## config.mk

```make
export PLATFORM = sky130hd
export DESIGN_NAME = bip_run_controller_flat
export DESIGN_NICKNAME = d
export VERILOG_FILES = /design/src/rtl/bip_pkg.sv /design/src/rtl/bip_run_controller_if.sv /design/src/rtl/bip_load_ctrl.sv /design/src/rtl/bip_run_controller.sv /design/src/flat_wrapper.sv
export SDC_FILE = /design/constraint.sdc
export NUM_CORES = 1
export LEC_CHECK = 0
export ABC_AREA = 1
export CAP_MARGIN = 20
export CELL_PAD_IN_SITES_DETAIL_PLACEMENT = 0
export CELL_PAD_IN_SITES_GLOBAL_PLACEMENT = 1
export CORE_MARGIN = 1
export CORE_UTILIZATION = 25
export CTS_CLUSTER_SIZE = 16
export DETAILED_ROUTE_END_ITERATION = 10
export PLACE_DENSITY_LB_ADDON = 0.1
export SETUP_SLACK_MARGIN = 0.02
export SLEW_MARGIN = 40
export SYNTH_ARGS = -nofsm -noshare
export SYNTH_HDL_FRONTEND = slang
export SYNTH_HIERARCHICAL = 1
export SYNTH_SLANG_ARGS = --single-unit
```

## constraint.sdc

```tcl
create_clock -name i_clk -period 2.4 [get_ports i_clk]
set_input_delay 0.6 -clock i_clk [delete_from_list [all_inputs] [get_ports i_clk]]
set_output_delay 0.6 -clock i_clk [all_outputs]
set_load 0.01 [all_outputs]
```

## src/rtl/bip_pkg.sv

```systemverilog
// rtl/bip_pkg.sv - shared encodings for the BIP run controller
package bip_pkg;

    localparam int DEF_ADDR_W = 11;
    localparam int DEF_DATA_W = 16;
    localparam int DEF_CNT_W  = 32;

    // Opcode occupies the top five bits of an instruction word
    localparam int OPC_HI = DEF_DATA_W - 1;
    localparam int OPC_LO = DEF_DATA_W - 5;
    localparam int OPC_W  = OPC_HI - OPC_LO + 1;

    localparam logic [OPC_W-1:0] OPC_HLT = 5'b00000;

    typedef enum logic [1:0] {
        CMD_LOAD  = 2'b00,
        CMD_RUN   = 2'b01,
        CMD_STEP  = 2'b10,
        CMD_ABORT = 2'b11
    } cmd_e;

    typedef enum logic [2:0] {
        ST_IDLE,
        ST_LOAD,
        ST_RUN,
        ST_STEP,
        ST_DONE
    } state_e;

endpackage

```

## src/rtl/bip_run_controller_if.sv

```systemverilog
// rtl/bip_run_controller_if.sv - command, load stream, imem and core signals
interface bip_run_controller_if #(
    parameter int ADDR_W = 11,
    parameter int DATA_W = 16,
    parameter int CNT_W  = 32
);
    logic              cmd_valid;
    logic [1:0]        cmd_code;
    logic              cmd_ready;
    logic              load_valid;
    logic [DATA_W-1:0] load_data;
    logic              load_last;
    logic              load_ready;
    logic              imem_wr_en;
    logic [ADDR_W-1:0] imem_w_addr;
    logic [DATA_W-1:0] imem_w_data;
    logic [4:0]        opcode;
    logic              pc_en;
    logic              cpu_clr;
    logic              busy;
    logic              halted;
    logic              cmd_err;
    logic [ADDR_W:0]   prog_len;
    logic [CNT_W-1:0]  instr_count;

    // Host/core side
    modport master (
        output cmd_valid, cmd_code, load_valid, load_data, load_last, opcode,
        input  cmd_ready, load_ready, imem_wr_en, imem_w_addr, imem_w_data,
               pc_en, cpu_clr, busy, halted, cmd_err, prog_len, instr_count
    );

    // Controller side
    modport slave (
        input  cmd_valid, cmd_code, load_valid, load_data, load_last, opcode,
        output cmd_ready, load_ready, imem_wr_en, imem_w_addr, imem_w_data,
               pc_en, cpu_clr, busy, halted, cmd_err, prog_len, instr_count
    );
endinterface

```

## src/rtl/bip_load_ctrl.sv

```systemverilog
// rtl/bip_load_ctrl.sv - program load write-address counter and length capture
module bip_load_ctrl #(
    parameter int ADDR_W = 11
) (
    input  logic              i_clk,
    input  logic              i_reset,
    input  logic              i_start,
    input  logic              i_active,
    input  logic              i_abort,
    input  logic              i_valid,
    input  logic              i_last,
    output logic              o_ready,
    output logic              o_wr_en,
    output logic [ADDR_W-1:0] o_w_addr,
    output logic              o_done,
    output logic [ADDR_W:0]   o_prog_len
);
    logic [ADDR_W:0] r_cnt;
    logic [ADDR_W:0] r_prog_len;
    logic            w_full;

    // An abort in the same cycle as a word drops that word
    assign o_ready    = i_active;
    assign o_wr_en    = i_active & i_valid & ~i_abort;
    assign o_w_addr   = r_cnt[ADDR_W-1:0];
    assign w_full     = &r_cnt[ADDR_W-1:0];
    assign o_done     = o_wr_en & (i_last | w_full);
    assign o_prog_len = r_prog_len;

    // Write address advances per word; length is latched when the load ends
    always_ff @(posedge i_clk or negedge i_reset) begin
        if (!i_reset) begin
            r_cnt      <= '0;
            r_prog_len <= '0;
        end else begin
            if (i_start) begin
                r_cnt <= '0;
            end else if (o_wr_en) begin
                r_cnt <= r_cnt + 1'b1;
            end
            if (o_done) begin
                r_prog_len <= r_cnt + 1'b1;
            end else if (i_active && i_abort) begin
                r_prog_len <= r_cnt;
            end
        end
    end
endmodule

```

## src/rtl/bip_run_controller.sv

```systemverilog
// rtl/bip_run_controller.sv - load/run/step sequencer for the BIP core
module bip_run_controller
    import bip_pkg::*;
#(
    parameter int ADDR_W = DEF_ADDR_W,
    parameter int DATA_W = DEF_DATA_W,
    parameter int CNT_W  = DEF_CNT_W
) (
    input  logic                 i_clk,
    input  logic                 i_reset,
    bip_run_controller_if.slave  io_bus
);
    state_e           r_state;
    state_e           w_next;
    logic             r_cpu_clr;
    logic             r_run_pend;
    logic             r_cmd_err;
    logic [CNT_W-1:0] r_count;
    logic             w_clr_req;
    logic             w_run_pend_nxt;
    logic             w_err_set;
    logic             w_err_clr;
    logic             w_load_start;
    logic             w_pc_en;
    logic             w_abort;
    logic             w_hlt;
    logic             w_load_done;

    assign w_abort = io_bus.cmd_valid & (io_bus.cmd_code == CMD_ABORT);
    assign w_hlt   = (io_bus.opcode[OPC_W-1:0] == OPC_HLT);

    bip_load_ctrl #(.ADDR_W(ADDR_W)) u_load (
        .i_clk      (i_clk),
        .i_reset    (i_reset),
        .i_start    (w_load_start),
        .i_active   (r_state == ST_LOAD),
        .i_abort    (w_abort),
        .i_valid    (io_bus.load_valid),
        .i_last     (io_bus.load_last),
        .o_ready    (io_bus.load_ready),
        .o_wr_en    (io_bus.imem_wr_en),
        .o_w_addr   (io_bus.imem_w_addr),
        .o_done     (w_load_done),
        .o_prog_len (io_bus.prog_len)
    );

    // Next-state, pc_en and command legality
    always_comb begin
        w_next         = r_state;
        w_pc_en        = 1'b0;
        w_clr_req      = 1'b0;
        w_run_pend_nxt = 1'b0;
        w_err_set      = 1'b0;
        w_err_clr      = 1'b0;
        w_load_start   = 1'b0;
        case (r_state)
            ST_IDLE: begin
                if (io_bus.cmd_valid) begin
                    case (io_bus.cmd_code)
                        CMD_LOAD: begin
                            w_next       = ST_LOAD;
                            w_clr_req    = 1'b1;
                            w_err_clr    = 1'b1;
                            w_load_start = 1'b1;
                        end
                        CMD_RUN:  w_next = ST_RUN;
                        CMD_STEP: w_next = ST_STEP;
                        default:  w_next = ST_IDLE;
                    endcase
                end
            end
            ST_LOAD: begin
                if (w_abort) begin
                    w_next = ST_IDLE;
                end else begin
                    w_err_set = io_bus.cmd_valid;
                    if (w_load_done) begin
                        w_next = ST_IDLE;
                    end
                end
            end
            ST_RUN, ST_STEP: begin
                if (w_abort) begin
                    w_next = ST_IDLE;
                end else begin
                    w_err_set = io_bus.cmd_valid;
                    if (w_hlt) begin
                        w_next = ST_DONE;
                    end else begin
                        w_pc_en = 1'b1;
                        if (r_state == ST_STEP) begin
                            w_next = ST_IDLE;
                        end
                    end
                end
            end
            ST_DONE: begin
                // A restart holds DONE for the clear cycle so pc_en never meets cpu_clr
                if (r_run_pend) begin
                    if (w_abort) begin
                        w_next = ST_IDLE;
                    end else begin
                        w_err_set = io_bus.cmd_valid;
                        w_next    = ST_RUN;
                    end
                end else if (io_bus.cmd_valid) begin
                    case (io_bus.cmd_code)
                        CMD_LOAD: begin
                            w_next       = ST_LOAD;
                            w_clr_req    = 1'b1;
                            w_err_clr    = 1'b1;
                            w_load_start = 1'b1;
                        end
                        CMD_RUN: begin
                            w_clr_req      = 1'b1;
                            w_run_pend_nxt = 1'b1;
                        end
                        CMD_STEP: w_err_set = 1'b1;
                        default:  w_next    = ST_IDLE;
                    endcase
                end
            end
            default: w_next = ST_IDLE;
        endcase
    end

    // State, clear pulse, error flag and executed-instruction counter
    always_ff @(posedge i_clk or negedge i_reset) begin
        if (!i_reset) begin
            r_state    <= ST_IDLE;
            r_cpu_clr  <= 1'b0;
            r_run_pend <= 1'b0;
            r_cmd_err  <= 1'b0;
            r_count    <= '0;
        end else begin
            r_state    <= w_next;
            r_cpu_clr  <= w_clr_req;
            r_run_pend <= w_run_pend_nxt;
            if (w_err_clr) begin
                r_cmd_err <= 1'b0;
            end else if (w_err_set) begin
                r_cmd_err <= 1'b1;
            end
            if (r_cpu_clr) begin
                r_count <= '0;
            end else if (w_pc_en && !(&r_count)) begin
                r_count <= r_count + 1'b1;
            end
        end
    end

    assign io_bus.cmd_ready   = 1'b1;
    assign io_bus.imem_w_data = io_bus.load_data;
    assign io_bus.pc_en       = w_pc_en;
    assign io_bus.cpu_clr     = r_cpu_clr;
    assign io_bus.busy        = (r_state == ST_LOAD) || (r_state == ST_RUN) || (r_state == ST_STEP);
    assign io_bus.halted      = (r_state == ST_DONE);
    assign io_bus.cmd_err     = r_cmd_err;
    assign io_bus.instr_count = r_count;
endmodule

```

## src/flat_wrapper.sv

```systemverilog
// flat-port wrapper written by rule: the top's interface ports become plain ports
module bip_run_controller_flat import bip_pkg::*;
#(
    parameter int ADDR_W = DEF_ADDR_W,
    parameter int DATA_W = DEF_DATA_W,
    parameter int CNT_W  = DEF_CNT_W
)
  (i_clk, i_reset, io_bus_cmd_valid, io_bus_cmd_code, io_bus_load_valid, io_bus_load_data, io_bus_load_last, io_bus_opcode, io_bus_cmd_ready, io_bus_load_ready, io_bus_imem_wr_en, io_bus_imem_w_addr, io_bus_imem_w_data, io_bus_pc_en, io_bus_cpu_clr, io_bus_busy, io_bus_halted, io_bus_cmd_err, io_bus_prog_len, io_bus_instr_count);
  bip_run_controller_if #(.ADDR_W(ADDR_W), .DATA_W(DATA_W), .CNT_W(CNT_W)) io_bus_i ();
  input  logic i_clk;
  input  logic i_reset;
  input wire logic [$bits(io_bus_i.cmd_valid)-1:0] io_bus_cmd_valid;
  input wire logic [$bits(io_bus_i.cmd_code)-1:0] io_bus_cmd_code;
  input wire logic [$bits(io_bus_i.load_valid)-1:0] io_bus_load_valid;
  input wire logic [$bits(io_bus_i.load_data)-1:0] io_bus_load_data;
  input wire logic [$bits(io_bus_i.load_last)-1:0] io_bus_load_last;
  input wire logic [$bits(io_bus_i.opcode)-1:0] io_bus_opcode;
  output wire logic [$bits(io_bus_i.cmd_ready)-1:0] io_bus_cmd_ready;
  output wire logic [$bits(io_bus_i.load_ready)-1:0] io_bus_load_ready;
  output wire logic [$bits(io_bus_i.imem_wr_en)-1:0] io_bus_imem_wr_en;
  output wire logic [$bits(io_bus_i.imem_w_addr)-1:0] io_bus_imem_w_addr;
  output wire logic [$bits(io_bus_i.imem_w_data)-1:0] io_bus_imem_w_data;
  output wire logic [$bits(io_bus_i.pc_en)-1:0] io_bus_pc_en;
  output wire logic [$bits(io_bus_i.cpu_clr)-1:0] io_bus_cpu_clr;
  output wire logic [$bits(io_bus_i.busy)-1:0] io_bus_busy;
  output wire logic [$bits(io_bus_i.halted)-1:0] io_bus_halted;
  output wire logic [$bits(io_bus_i.cmd_err)-1:0] io_bus_cmd_err;
  output wire logic [$bits(io_bus_i.prog_len)-1:0] io_bus_prog_len;
  output wire logic [$bits(io_bus_i.instr_count)-1:0] io_bus_instr_count;
  assign io_bus_i.cmd_valid = io_bus_cmd_valid;
  assign io_bus_i.cmd_code = io_bus_cmd_code;
  assign io_bus_i.load_valid = io_bus_load_valid;
  assign io_bus_i.load_data = io_bus_load_data;
  assign io_bus_i.load_last = io_bus_load_last;
  assign io_bus_i.opcode = io_bus_opcode;
  assign io_bus_cmd_ready = io_bus_i.cmd_ready;
  assign io_bus_load_ready = io_bus_i.load_ready;
  assign io_bus_imem_wr_en = io_bus_i.imem_wr_en;
  assign io_bus_imem_w_addr = io_bus_i.imem_w_addr;
  assign io_bus_imem_w_data = io_bus_i.imem_w_data;
  assign io_bus_pc_en = io_bus_i.pc_en;
  assign io_bus_cpu_clr = io_bus_i.cpu_clr;
  assign io_bus_busy = io_bus_i.busy;
  assign io_bus_halted = io_bus_i.halted;
  assign io_bus_cmd_err = io_bus_i.cmd_err;
  assign io_bus_prog_len = io_bus_i.prog_len;
  assign io_bus_instr_count = io_bus_i.instr_count;
  bip_run_controller #(.ADDR_W(ADDR_W), .DATA_W(DATA_W), .CNT_W(CNT_W)) u_core (.i_clk(i_clk), .i_reset(i_reset), .io_bus(io_bus_i));
endmodule
```

==> out/results.ini, run 1 <==
[outcome]
status = finished clean

[sta]
report.final.hold_viol_count = 0
tightest_slew_ns = 0.554
timing.hold.ws_ns = 0.284
slew_headroom = 0.629
fin_crit_ns = 2.29
finalMaxSlewViolations = 0
setup_viol = 0
rsz0062_at_grt = no
max_clock_freq_ghz = 0.436
skew_ns = 0.00553
fin_crit_sh = 0.956

[final_layout]
area.growth.synth_to_final_pct = 30.6
num-fill-cells = 1823
regArea_um2 = 1550
design_area_um2 = 5540
diodes = 0
multiInputGateArea_um2 = 2190
finish.utilization = 0.334
layout-drive-gt1-share = 0.144
nNetsFinal = 709

[clock_tree]
clk_latency_ns = 0.33
cts_root_buffer = clkbuf_16
ctsLongestPathBuffers = 2
clock-sinks = 62
cts_buffers = 9
cts_tree = built
cts.htree.levels = 3
cts.clk_slew.worst_paths_ns = 0.06

[worst_setup_path]
crit_start = u_core/r_state[1]
rrSetupSlack_ns = 0.52
timing.rr.end = u_core/r_state[2]
cp_max_fo = 6
worstSetupPathType = flop to output port
reg2reg_depth = 11
slowest_stage = clkdlybuf4s50_1
cpPeakStageDelay_ns = 0.53
crit_path_end = io_bus_halted
r2r_start = u_core/r_state[1]
start_kind = flop
cp-end-kind = output port
crit_chain = nor2_2 -> nand2_1 -> inv_1 -> clkdlybuf4s50_1
arrival_ns = 1.69
critPathRequiredTime_ns = 1.80

[global_routing]
grt.total_usage = 0.153
grt_antenna_before_repair = 0
grt_pass1_vias = 4026
grt_pass1_wl_um = 21000
grt_max_degree = 63
overflow = 0

[routing]
drt_iter0_markers = 123
vias = 3957
met3_length_um = 366
wirelength_um = 12600
route.detailed.drc = 0
ant_nets = 0
wl_per_cell_um = 14.0
wl_met2_um = 6230
top_layer_used = met4
vias_per_cell = 4.40
first_pass_iters = 4
wl_met1_um = 5820

[synth]
synth_top_area_frac = 0.365
syn_nets = 634
synth_area_leaders = dfrtp_1 37%, nand2_1 18%, nand3_1 6.1%
ys_seq_area_frac = 0.365
synthFlopType = dfrtp_1
synth_common_cells = 202 x nand2_1, 65 x nor2_1, 62 x dfrtp_1, 53 x inv_1, 52 x nand3_1
netlist_instances = 600
synth_most_common_cell = nand2_1
synth-async-reset-ratio = 1.00
synth-seq-cells = 62
syn_area_um2 = 4250
ys_warn_count = 6
yosys.area.top_type = dfrtp_1
yosysUniqueCellTypes = 33
synth_edf_count = 0
syn_avg_cell_area_um2 = 7.08

[pwr]
power.static_leakage_nw = 2.51
peakVddDrop_mv = 0.419
pwr_density_cell_nw_per_um2 = 813

[die]
core-area_um2 = 16600
die_h_um = 132
die_area_um2 = 17500
io_pins = 107
start_util = 0.256
row_count = 47
die_w_um = 132

[place]
portBuffers = 73
placed_area_um2 = 5190
dp_hpwl_um = 9330
gp_congestion = 0.765

[flow_run]
cap_violations = 0

[worst_hold_path]
hp-class = primary input to asynchronous set/reset pin

-- logic make-up after synthesis --
logic type	count (synthesis)	share of synthesized area
AND/OR/NAND/NOR	375	0.408
buffers and inverters	99	0.124
flip-flops	62	0.365
AO/OA/AOI/OAI	42	0.0522
XOR/XNOR	15	0.0309
adder cells (fa/ha/maj)	6	0.0177
other	1	0.000883
-- report_power, final --
part,switching (mW),internal [mW]
sequential,0.207,1.24
clock,0.498,0.935
combinational,0.872,0.755
total,1.58,2.93
-- per-stage QoR --
step / TNS, ns / setup slack, ns / std cells / power (mW)
after floorplan: 0 / 0.208 / 600 / 2.39
after global placement: -2.74 / -0.534 / 882 / 3.10
after detailed placement: -3.38 / -0.540 / 882 / 3.10
after CTS: 0 / 0.00467 / 899 / 4.58
after global routing: 0 / 0.0410 / 900 / 4.79
final: 0 / 0.107 / 900 / 4.51
-- how the worst min path moves through the flow --
stage                                      start                            end  slack, ns
finish                                   i_reset  u_core/io_bus.instr_count[29]       0.28
floorplan                                i_reset          u_core/io_bus.cmd_err       0.30
global route                             i_reset  u_core/io_bus.instr_count[12]       0.31
detailed placement  u_core/u_load/o_prog_len[10]   u_core/u_load/o_prog_len[10]       0.51
CTS                                      i_reset  u_core/io_bus.instr_count[12]       0.29
global placement    u_core/u_load/o_prog_len[10]   u_core/u_load/o_prog_len[10]       0.50
-- critical path: cells and delay by family (launching register included) --
family                 cells  cell delay, ns
buffers and inverters      2            0.59
DFF                        1            0.43
and+or+nand+nor            2            0.34
-- layer usage --
layer,vias up,GRT usage
met2,58,0.272
li1,2023,-
met1,1865,0.186
met4,0,0.0562
met3,11,0.0242
met5,-,0
-- cell usage in the layout, fill, tap and decap left out, types with 9 or more instances in the layout --
cell type,count
clkbuf_16,9
inv_1,51
clkdlybuf4s50_1,68
dfrtp_1,62
buf_4,31
nand3_1,52
xor2_1,12
o21ai_0,21
nor2_1,63
nand2_1,201
nand3_2,19
nand4_1,9
-- flip-flops by register name (all words and copies together), names as in the netlist --
name,count
u_core/io_bus.instr_count,32
u_core/io_bus.cpu_clr,1
u_core/r_state,3
u_core/u_load/r_cnt,12
u_core/r_run_pend,1
u_core/u_load/o_prog_len,12
u_core/io_bus.cmd_err,1
-- area by class of cell --
type / instances / share of cell area
clock inverters: 4 / 0.0126
flip-flops and latches: 62 / 0.280
repair buffers: 106 / 0.179
multi-input cells: 439 / 0.394
clock buffers: 12 / 0.0445
inverters: 57 / 0.0399
well taps: 220 / 0.0497
-- timing repair --
action / 4_1_cts / 5_1_grt
endpoints found under the hold margin: 0 / 0
cloned: 0 / 0
endpoints found under the setup margin: 3 / 3
pin swaps: 1 / 0
setup buffers: 1 / 1
hold buffers: 0 / 0
resized for setup: 11 / 7
(Power assumes the default switching activity.)
==> run 2: changes to the inputs <==
==> constraint.sdc (replaced) <==
create_clock -name i_clk -period 2.4 [get_ports i_clk]
set_input_delay 0.48 -clock i_clk [delete_from_list [all_inputs] [get_ports i_clk]]
set_output_delay 0.48 -clock i_clk [all_outputs]
set_load 0.01 [all_outputs]
==> out/results.ini, run 2 (synthesized netlist as in run 1, its figures left out) <==
[clock_tree]
cts_tree = built
cts_buffers = 9
cts.htree.levels = 3
clock-sinks = 62
cts_setup_buffers = 0
cts_hold_buf = 0
ctsLongestPathBuffers = 2
cts.clk_slew.worst_paths_ns = 0.05
cts_root_buffer = clkbuf_16
clk_latency_ns = 0.33

[die]
start_util = 0.256
die_h_um = 132
die_w_um = 132
die_area_um2 = 17500
io_pins = 107
core-area_um2 = 16600
row_count = 47

[worst_setup_path]
cp_max_fo = 3
cp-end-kind = output port
critPathRequiredTime_ns = 1.92
arrival_ns = 1.81
worstSetupPathType = primary input to output port
crit_chain = clkdlybuf4s50_1 -> ha_1 -> nand2_1 -> inv_1 -> nor2_2 -> dlygate4sd2_1
cp_top_family = buffers and inverters
rrSetupSlack_ns = 0.42
cpPeakStageDelay_ns = 0.43
slowest_stage = clkdlybuf4s50_1
critical_path_buf_inv_count = 3
start_kind = primary input

[final_layout]
layout-drive-gt1-share = 0.121
finish.utilization = 0.327
area.growth.synth_to_final_pct = 27.7
largest_reg_flops = 32
nNetsFinal = 699
design_area_um2 = 5420
num-fill-cells = 1788
diodes = 0
final_common_cell = nand2_1
final_cell_mix = 202 x nand2_1, 70 x clkdlybuf4s50_1, 64 x nor2_1

[routing]
drt_iter0_markers = 173
vias = 3906
ant_nets = 0
vias_per_cell = 4.39
first_pass_iters = 4
wirelength_um = 12800
route.detailed.drc = 0
wl_per_cell_um = 14.4

[sta]
fin_crit_sh = 0.953
setup_tns_ns = 0
rsz0062_at_grt = no
max_clock_freq_ghz = 0.437
finalMaxSlewViolations = 0
setup_viol = 0
report.final.hold_viol_count = 0
skew_ns = 0.00441
fin_crit_ns = 2.29
tightest_slew_ns = 0.543
slew_headroom = 0.637

[global_routing]
overflow = 0
grt_max_degree = 63
grt_pass1_vias = 4043
grt_antenna_before_repair = 0
grt.total_usage = 0.154
grt_pass1_wl_um = 21000

[pwr]
peakVddDrop_mv = 0.440
power.static_leakage_nw = 2.43
pwr_density_cell_nw_per_um2 = 800

[place]
portBuffers = 73
placed_area_um2 = 5130
gp_congestion = 0.767
dp_hpwl_um = 9250

[outcome]
status = finished clean

[worst_hold_path]
hp-class = primary input to asynchronous set/reset pin

[flow_run]
cap_violations = 0

==> run 2: cell type report <==
class | count | area [um2] | area share
multi-input combinational | 439 | 2170 | 0.400
sequential | 62 | 1550 | 0.286
timing repair buffer | 96 | 917 | 0.169
tap | 220 | 275 | 0.0508
clock buffer | 11 | 243 | 0.0448
inverter | 57 | 219 | 0.0404
clock inverter | 4 | 47.5 | 0.00877
==> run 2: final timing paths <==
path / startpoint / end / cells after the start
setup / recovery: io_bus_cmd_code[0] / io_bus_imem_wr_en / 6
hold / removal: i_reset / u_core/io_bus.instr_count[22] / 2
setup reg to reg: u_core/u_load/r_cnt[1] / u_core/r_state[2] / 10
hold reg to reg: u_core/u_load/o_prog_len[11] / u_core/u_load/o_prog_len[11] / 2
max in group asynchronous: i_reset / u_core/io_bus.instr_count[10] / 2
min in group i_clk: u_core/u_load/o_prog_len[11] / u_core/u_load/o_prog_len[11] / 2
==> run 2: worst register-to-register path: cells and delay by family (launching register included) <==
family / cells / cell delay [ns]
simple gates: 6 / 0.66
flops: 1 / 0.47
compound gates: 3 / 0.45
fa+ha+maj: 1 / 0.27
==> run 2: through the flow <==
stage	hold WS [ns]	power, mW	cells	setup WS [ns]
2_1_floorplan	0.184	2.39	600	0.328
3_3_place_gp	0.504	3.07	874	-0.196
3_5_place_dp	0.505	3.07	874	-0.214
4_1_cts	0.173	4.44	889	0.0885
5_1_grt	0.195	4.63	889	0.0348
6_report	0.169	4.34	889	0.112
==> run 2: what timing repair did <==
action | 4_1_cts | 5_1_grt
pin swaps | 0 | 0
endpoints found under the setup margin | 2 | 1
gates resized for setup | 3 | 2
gates cloned | 0 | 0
hold endpoints to repair | 0 | 0
==> run 2: power by group <==
| part | total, mW | switching [mW] | internal, mW |
|---|---|---|---|
| registers | 1.45 | 0.211 | 1.24 |
| clock network | 1.31 | 0.482 | 0.823 |
| logic | 1.58 | 0.862 | 0.718 |
| total | 4.34 | 1.56 | 2.78 |
==> run 2: metal layers <==
layer / vias to the layer above / global-route usage / wire length, um / part of all wire
met5: - / 0 / 0 / 0
met4: 0 / 0.0619 / 177 / 0.014
met3: 12 / 0.0261 / 360 / 0.028
met2: 55 / 0.269 / 6310 / 0.49
met1: 1837 / 0.187 / 5950 / 0.46
li1: 2002 / - / - / -
==> variant 1: new RTL, settings of run 1 <==
Make the reset (`i_reset`) synchronous in 2 clocked blocks.
--- a/src/rtl/bip_load_ctrl.sv
+++ b/src/rtl/bip_load_ctrl.sv
@@ -29,5 +29,5 @@
 
     // Write address advances per word; length is latched when the load ends
-    always_ff @(posedge i_clk or negedge i_reset) begin
+    always_ff @(posedge i_clk) begin
         if (!i_reset) begin
             r_cnt      <= '0;
--- a/src/rtl/bip_run_controller.sv
+++ b/src/rtl/bip_run_controller.sv
@@ -126,5 +126,5 @@
 
     // State, clear pulse, error flag and executed-instruction counter
-    always_ff @(posedge i_clk or negedge i_reset) begin
+    always_ff @(posedge i_clk) begin
         if (!i_reset) begin
             r_state    <= ST_IDLE;
Function: differs if i_reset is asserted again (counterexample within 4 cycles, from zero or initial values and one cycle with i_reset low); with i_reset held inactive, the same outputs for 4 cycles.
==> variant 1 against run 1 <==
Via count increased by 4.8%; fmax decreased by 1.8%; area after synthesis is 2.2% lower; design area shrank 0.56%; sequential cell count did not move; first-iteration DRC count increased by 32%; routed wire length decreased by 0.87%; worst setup slack got worse by 0.042 ns; non-clock buffer count up 1.
Power is not compared: it rests on default switching activity, and its combinational part moved more than twofold at a synthesized area within 25%.
==> variant 1: results (changes against run 1) <==
| Metric | Value |
|---|---|
| Sum of net half-perimeters after detailed placement | 9.58 mm (+2.7%) |
| Largest driver fanout on the critical path | 3 (-3) |
| Via count of the first global-routing pass | 3823 (-5.0%) |
| Peak ir drop on the vdd network | 0.300 mV |
| Wire length of the first global-routing pass | 20.0 mm (-4.9%) |
| Startpoint of the lowest-slack register-to-register path | u_core/r_state[0]$_SDFFE_PN0P_ |
| Worst setup slack before clock tree synthesis | -0.497 ns (+0.0435 ns) |
| Worst Skew | 0.00612 ns (+0.000580 ns) |
| Final antenna diode count | 0 (unchanged) |
| Number of DRC markers in iteration 0 | 162 (+32%) |
| Antenna violations before repair | 0 (unchanged) |
| Sequential element share of the synthesized area | 29.9% (-6.7 points) |
| Routed vias/inst | 4.38 (-0.45%) |
| H-tree depth | 3 (unchanged) |
| Critical R2R Capture | u_core/r_state[0]$_SDFFE_PN0P_ |
| Worst hold path depth | 2 |
| LEAKAGE | 2.16 nW |
| CTS clk-pin slew, worst paths | 0.05 ns |
| Layout cell share with drive strength beyond 1 | 13.4% (-1.0 points) |
| Arrival time worst endpoint | 1.73 ns (+0.04 ns) |
| Net count after synthesis | 687 (+8.4%) |
| Worst r2r path cells | 14 (+3) |
| Biggest area contributors in the synthesized netlist | sky130_fd_sc_hd__dfxtp_1, sky130_fd_sc_hd__nand2_1, sky130_fd_sc_hd__nor2_1, sky130_fd_sc_hd__buf_4, sky130_fd_sc_hd__inv_1 |
| Net count of the finished layout | 762 (+7.5%) |
| Post-synth ARST share | 0% (-100 points) |
| Most numerous cell types in the synthesized netlist | sky130_fd_sc_hd__nand2_1, sky130_fd_sc_hd__nor2_1, sky130_fd_sc_hd__dfxtp_1 |
| Flop2flop setup slack | 0.45 ns (-0.07 ns) |
| Post-Route Hold Slack | 0.486 ns (+0.202 ns) |
| Count of different cell masters after synthesis | 39 (+18%) |
| Critical setup path kind | input pin to output port |
| DRT Wirelength | 12.5 mm (-0.87%) |
| Total routing resource utilization after global routing | 15.4% (+0.10 points) |
| GPL Wtd Cong | 0.831 (+8.6%) |
| Path type of the worst min-delay path | flip-flop to flip-flop |
| Largest net degree at the start of global routing | 27 (-57%) |
| Internal power component | 2.19 mW |
| Outcome | finished, final reports clean |
| First element of the critical path | io_bus_cmd_code[1] |
| Largest buffer count on any clock path | 2 (unchanged) |
| Number of iterations in the first detailed-routing pass | 6 (+2) |
==> variant 1: changes by cell type in the layout (fill, tap and decap cells not counted), moves of 4 or more <==
cell,delta
sky130_fd_sc_hd__a21oi_2,+10
sky130_fd_sc_hd__dfxtp_1,+62
sky130_fd_sc_hd__inv_1,+4
sky130_fd_sc_hd__dfrtp_1,-62
sky130_fd_sc_hd__nor2_1,+17
sky130_fd_sc_hd__nand3_2,-19
sky130_fd_sc_hd__nand2_1,+10
sky130_fd_sc_hd__a21oi_1,+29
sky130_fd_sc_hd__o21ai_1,-6
sky130_fd_sc_hd__nand3_1,-16
==> variant 1: cell families after synthesis <==
family                   share of synthesized area [%]
buffers and inverters                             13.4
flip-flops                                        29.9
XOR/XNOR                                          3.80
AND/OR/NAND/NOR                                   39.9
AO/OA/AOI/OAI                                     10.5
adder cells (fa/ha/maj)                           2.41
other                                           0.0903
==> variant 1: critical path, cell delays in order <==
cell                              delay (ns)
sky130_fd_sc_hd__clkdlybuf4s50_1        0.42
sky130_fd_sc_hd__ha_2                   0.20
sky130_fd_sc_hd__nand2_2                0.09
sky130_fd_sc_hd__inv_4                  0.06
sky130_fd_sc_hd__nor2_4                 0.12
sky130_fd_sc_hd__clkdlybuf4s15_2        0.24
==> variant 1: worst max-delay path by stage <==
stage                             end  slack [ns]  cells after the start
floorplan           io_bus_imem_wr_en        0.33                      6
global placement         io_bus_pc_en       -0.46                      8
detailed placement       io_bus_pc_en       -0.50                      8
CTS                      io_bus_pc_en        0.02                      8
global route        io_bus_imem_wr_en        0.02                      6
finish              io_bus_imem_wr_en        0.07                      6
==> variant 1: layout make-up <==
class | count | area (µm²)
Inverter | 63 | 239
Clock inverter | 3 | 40.0
Multi-Input combinational cell | 483 | 2390
Sequential cell | 62 | 1240
Timing Repair Buffer | 107 | 1050
Clock buffer | 13 | 280
Fill cell | 1729 | 10500
Tap cell | 216 | 270
==> variant 1: power groups by stage <==
stage                     Combinational, mW  Clock [mW]  Sequential, mW
final                                 0.475        1.40            1.10
after detailed placement              0.467           0            1.12
after CTS                             0.472        1.46            1.10
after global placement                0.466           0            1.12
after global routing                  0.523        1.50            1.10
after floorplan                       0.286           0            1.12
==> variant 1: what timing repair did <==
action                     4_1_cts  5_1_grt
setup endpoints to repair        6        6
pin swaps                        2        1
setup buffers                    1        1
resized for setup               14       10
==> variant 1: routing by layer <==
metal	vias to the layer above	share of wire, %	GRT usage, %	wire length (µm)
met5	-	0	0	0
met3	12	4.0	3.99	499
met4	0	1.3	4.06	165
met2	88	48	26.5	5980
li1	2182	-	-	-
met1	1863	47	19.0	5820
==> variant 1: metrics by stage <==
stage	instance area, µm²	cells	TNS, ns
after global routing	5510	947	0
after global placement	5120	929	-6.88
after detailed placement	5120	929	-8.07
after floorplan	4150	651	0
after CTS	5470	946	0
final	5510	947	0
==> variant 2: new RTL, config.mk and constraints of run 1 <==
Made on the original files. `DEF_ADDR_W`: 11 -> 12.
--- a/src/rtl/bip_pkg.sv
+++ b/src/rtl/bip_pkg.sv
@@ -2,5 +2,5 @@
 package bip_pkg;
 
-    localparam int DEF_ADDR_W = 11;
+    localparam int DEF_ADDR_W = 12;
     localparam int DEF_DATA_W = 16;
     localparam int DEF_CNT_W  = 32;
Interface: changed (resized io_bus_imem_w_addr and io_bus_prog_len); port bits go from 107 to 109. No check against the original RTL was run, so the function may have changed too.
==> variant 2 against run 1 <==
Worst setup slack lost 0.049 ns; die area grew 3.6%; total power grew 1.8%; core utilization down 0.39 points; sequential cell count up 2; synthesized cell count up 2.3%; non-clock buffer count decreased by 3; routed wire length increased by 6.6%; area after synthesis increased by 3.6%; design area is 2.7% higher; highest routed layer unchanged; fmax shrank 2.1%; critical path type is now input pin to output port.
==> variant 2: results (changes against run 1) <==
| Metric | Value |
|---|---|
| Most numerous cell types in the synthesized netlist | sky130_fd_sc_hd__nand2_1, sky130_fd_sc_hd__nor2_1, sky130_fd_sc_hd__dfrtp_1 |
| Number of DRC markers in iteration 0 | 147 (+20%) |
| Worst Skew | 0.00612 ns (+0.000583 ns) |
| Post_cts resized | 15 (+4) |
| Post-CTS setup buffers | 0 (-1) |
| Net count after synthesis | 648 (+2.2%) |
| Net count of the finished layout | 719 (+1.4%) |
| Total of buffers placed on input and output ports | 75 (+2.7%) |
| Met3 usage in global routing | 3.53% (+1.1 points) |
| Number of iterations in the first detailed-routing pass | 5 (+1) |
| Total routing resource utilization after global routing | 15.6% (+0.31 points) |
| Post-Route Hold Slack | 0.236 ns (-0.0487 ns) |
| Count of different cell masters after synthesis | 35 (+6.1%) |
| Met1 layer wirelength in the final routing | 6.34 mm (+8.9%) |
| Max-Slew Margin vs Limit | 64.2% (+1.3 points) |
| Placed instance count | 898 (+1.8%) |
| Layout cell share with drive strength beyond 1 | 13.8% (-0.64 points) |
| Met1 usage | 20.2% (+1.6 points) |
| Flop2flop setup slack | 0.49 ns (-0.03 ns) |
| Sequential element share of the synthesized area | 36.4% (-0.14 points) |
| Instance area at placement | 5350 µm² (+3.0%) |
| Outcome | finished, final reports clean |
| Peak ir drop on the vdd network | 0.360 mV (-14%) |
| Largest net degree at the start of global routing | 26 (-59%) |
| Biggest area contributors in the synthesized netlist | sky130_fd_sc_hd__dfrtp_1, sky130_fd_sc_hd__nand2_1, sky130_fd_sc_hd__nor2_1, sky130_fd_sc_hd__nand3_1, sky130_fd_sc_hd__buf_4 |
| Met2 Use GR | 25.5% (-1.7 points) |
| Number of standard cells in the layout, taps in and fillers out | 915 (+1.7%) |
| Via count of the first global-routing pass | 3989 (-0.92%) |
| Startpoint of the lowest-slack register-to-register path | u_core/u_load/r_cnt[0]$_DFFE_PN0P_ |
| Wire length of the first global-routing pass | 21.5 mm (+2.7%) |
| LEAKAGE | 2.53 nW (+0.73%) |
| Worst setup slack before clock tree synthesis | -0.471 ns (+0.0690 ns) |
## variant 2: changes by cell type after synthesis, moves of 2 or more
cell,change
sky130_fd_sc_hd__nor2_1,+3
sky130_fd_sc_hd__nand3_1,-2
sky130_fd_sc_hd__nor2_2,-2
sky130_fd_sc_hd__nor2_4,+3
sky130_fd_sc_hd__nand2_1,+3
sky130_fd_sc_hd__o21ai_0,+2
sky130_fd_sc_hd__dfrtp_1,+2
sky130_fd_sc_hd__a22o_1,+2
## variant 2: kinds of logic (layout without fill, tap and decap cells)
family                     Yosys count  in the layout  synth area share (%)
xor gates and xnor gates            14             14                  2.79
other                                1              1                0.0852
adders and majority gates            6              6                  1.71
and+or+nand+nor                    383            383                  41.0
buffers and inverters              100            176                  12.2
AOI/OAI and AO/OA                   46             46                  5.83
DFF                                 64             64                  36.4
## variant 2: how the worst max path moves through the flow
stage	start	end	slack [ns]	cells past startpoint
floorplan	io_bus_cmd_code[0]	u_core/r_state[2]$_DFFE_PN0P_	0.34	11
global placement	io_bus_cmd_code[0]	io_bus_pc_en	-0.44	8
detailed placement	io_bus_cmd_code[0]	io_bus_pc_en	-0.47	8
CTS	io_bus_cmd_code[0]	io_bus_pc_en	0.02	8
global route	u_core/r_state[1]$_DFFE_PN0P_	io_bus_halted	0.005	4
finish	io_bus_cmd_code[0]	io_bus_pc_en	0.06	8
## variant 2: cell type report
type | instances | area (µm²)
Clock buffer | 13 | 250
Tap cell | 225 | 282
Fill cell | 1834 | 11500
Sequential cell | 64 | 1600
Multi-Input combinational cell | 450 | 2290
Clock inverter | 3 | 65.1
Timing Repair Buffer | 103 | 992
Inverter | 57 | 219
## variant 2: where the power goes
group,total [mW],internal (mW),switching (mW)
Sequential,1.51,1.28,0.230
Combinational,1.63,0.740,0.887
Clock,1.46,0.938,0.520
Total,4.59,2.95,1.64
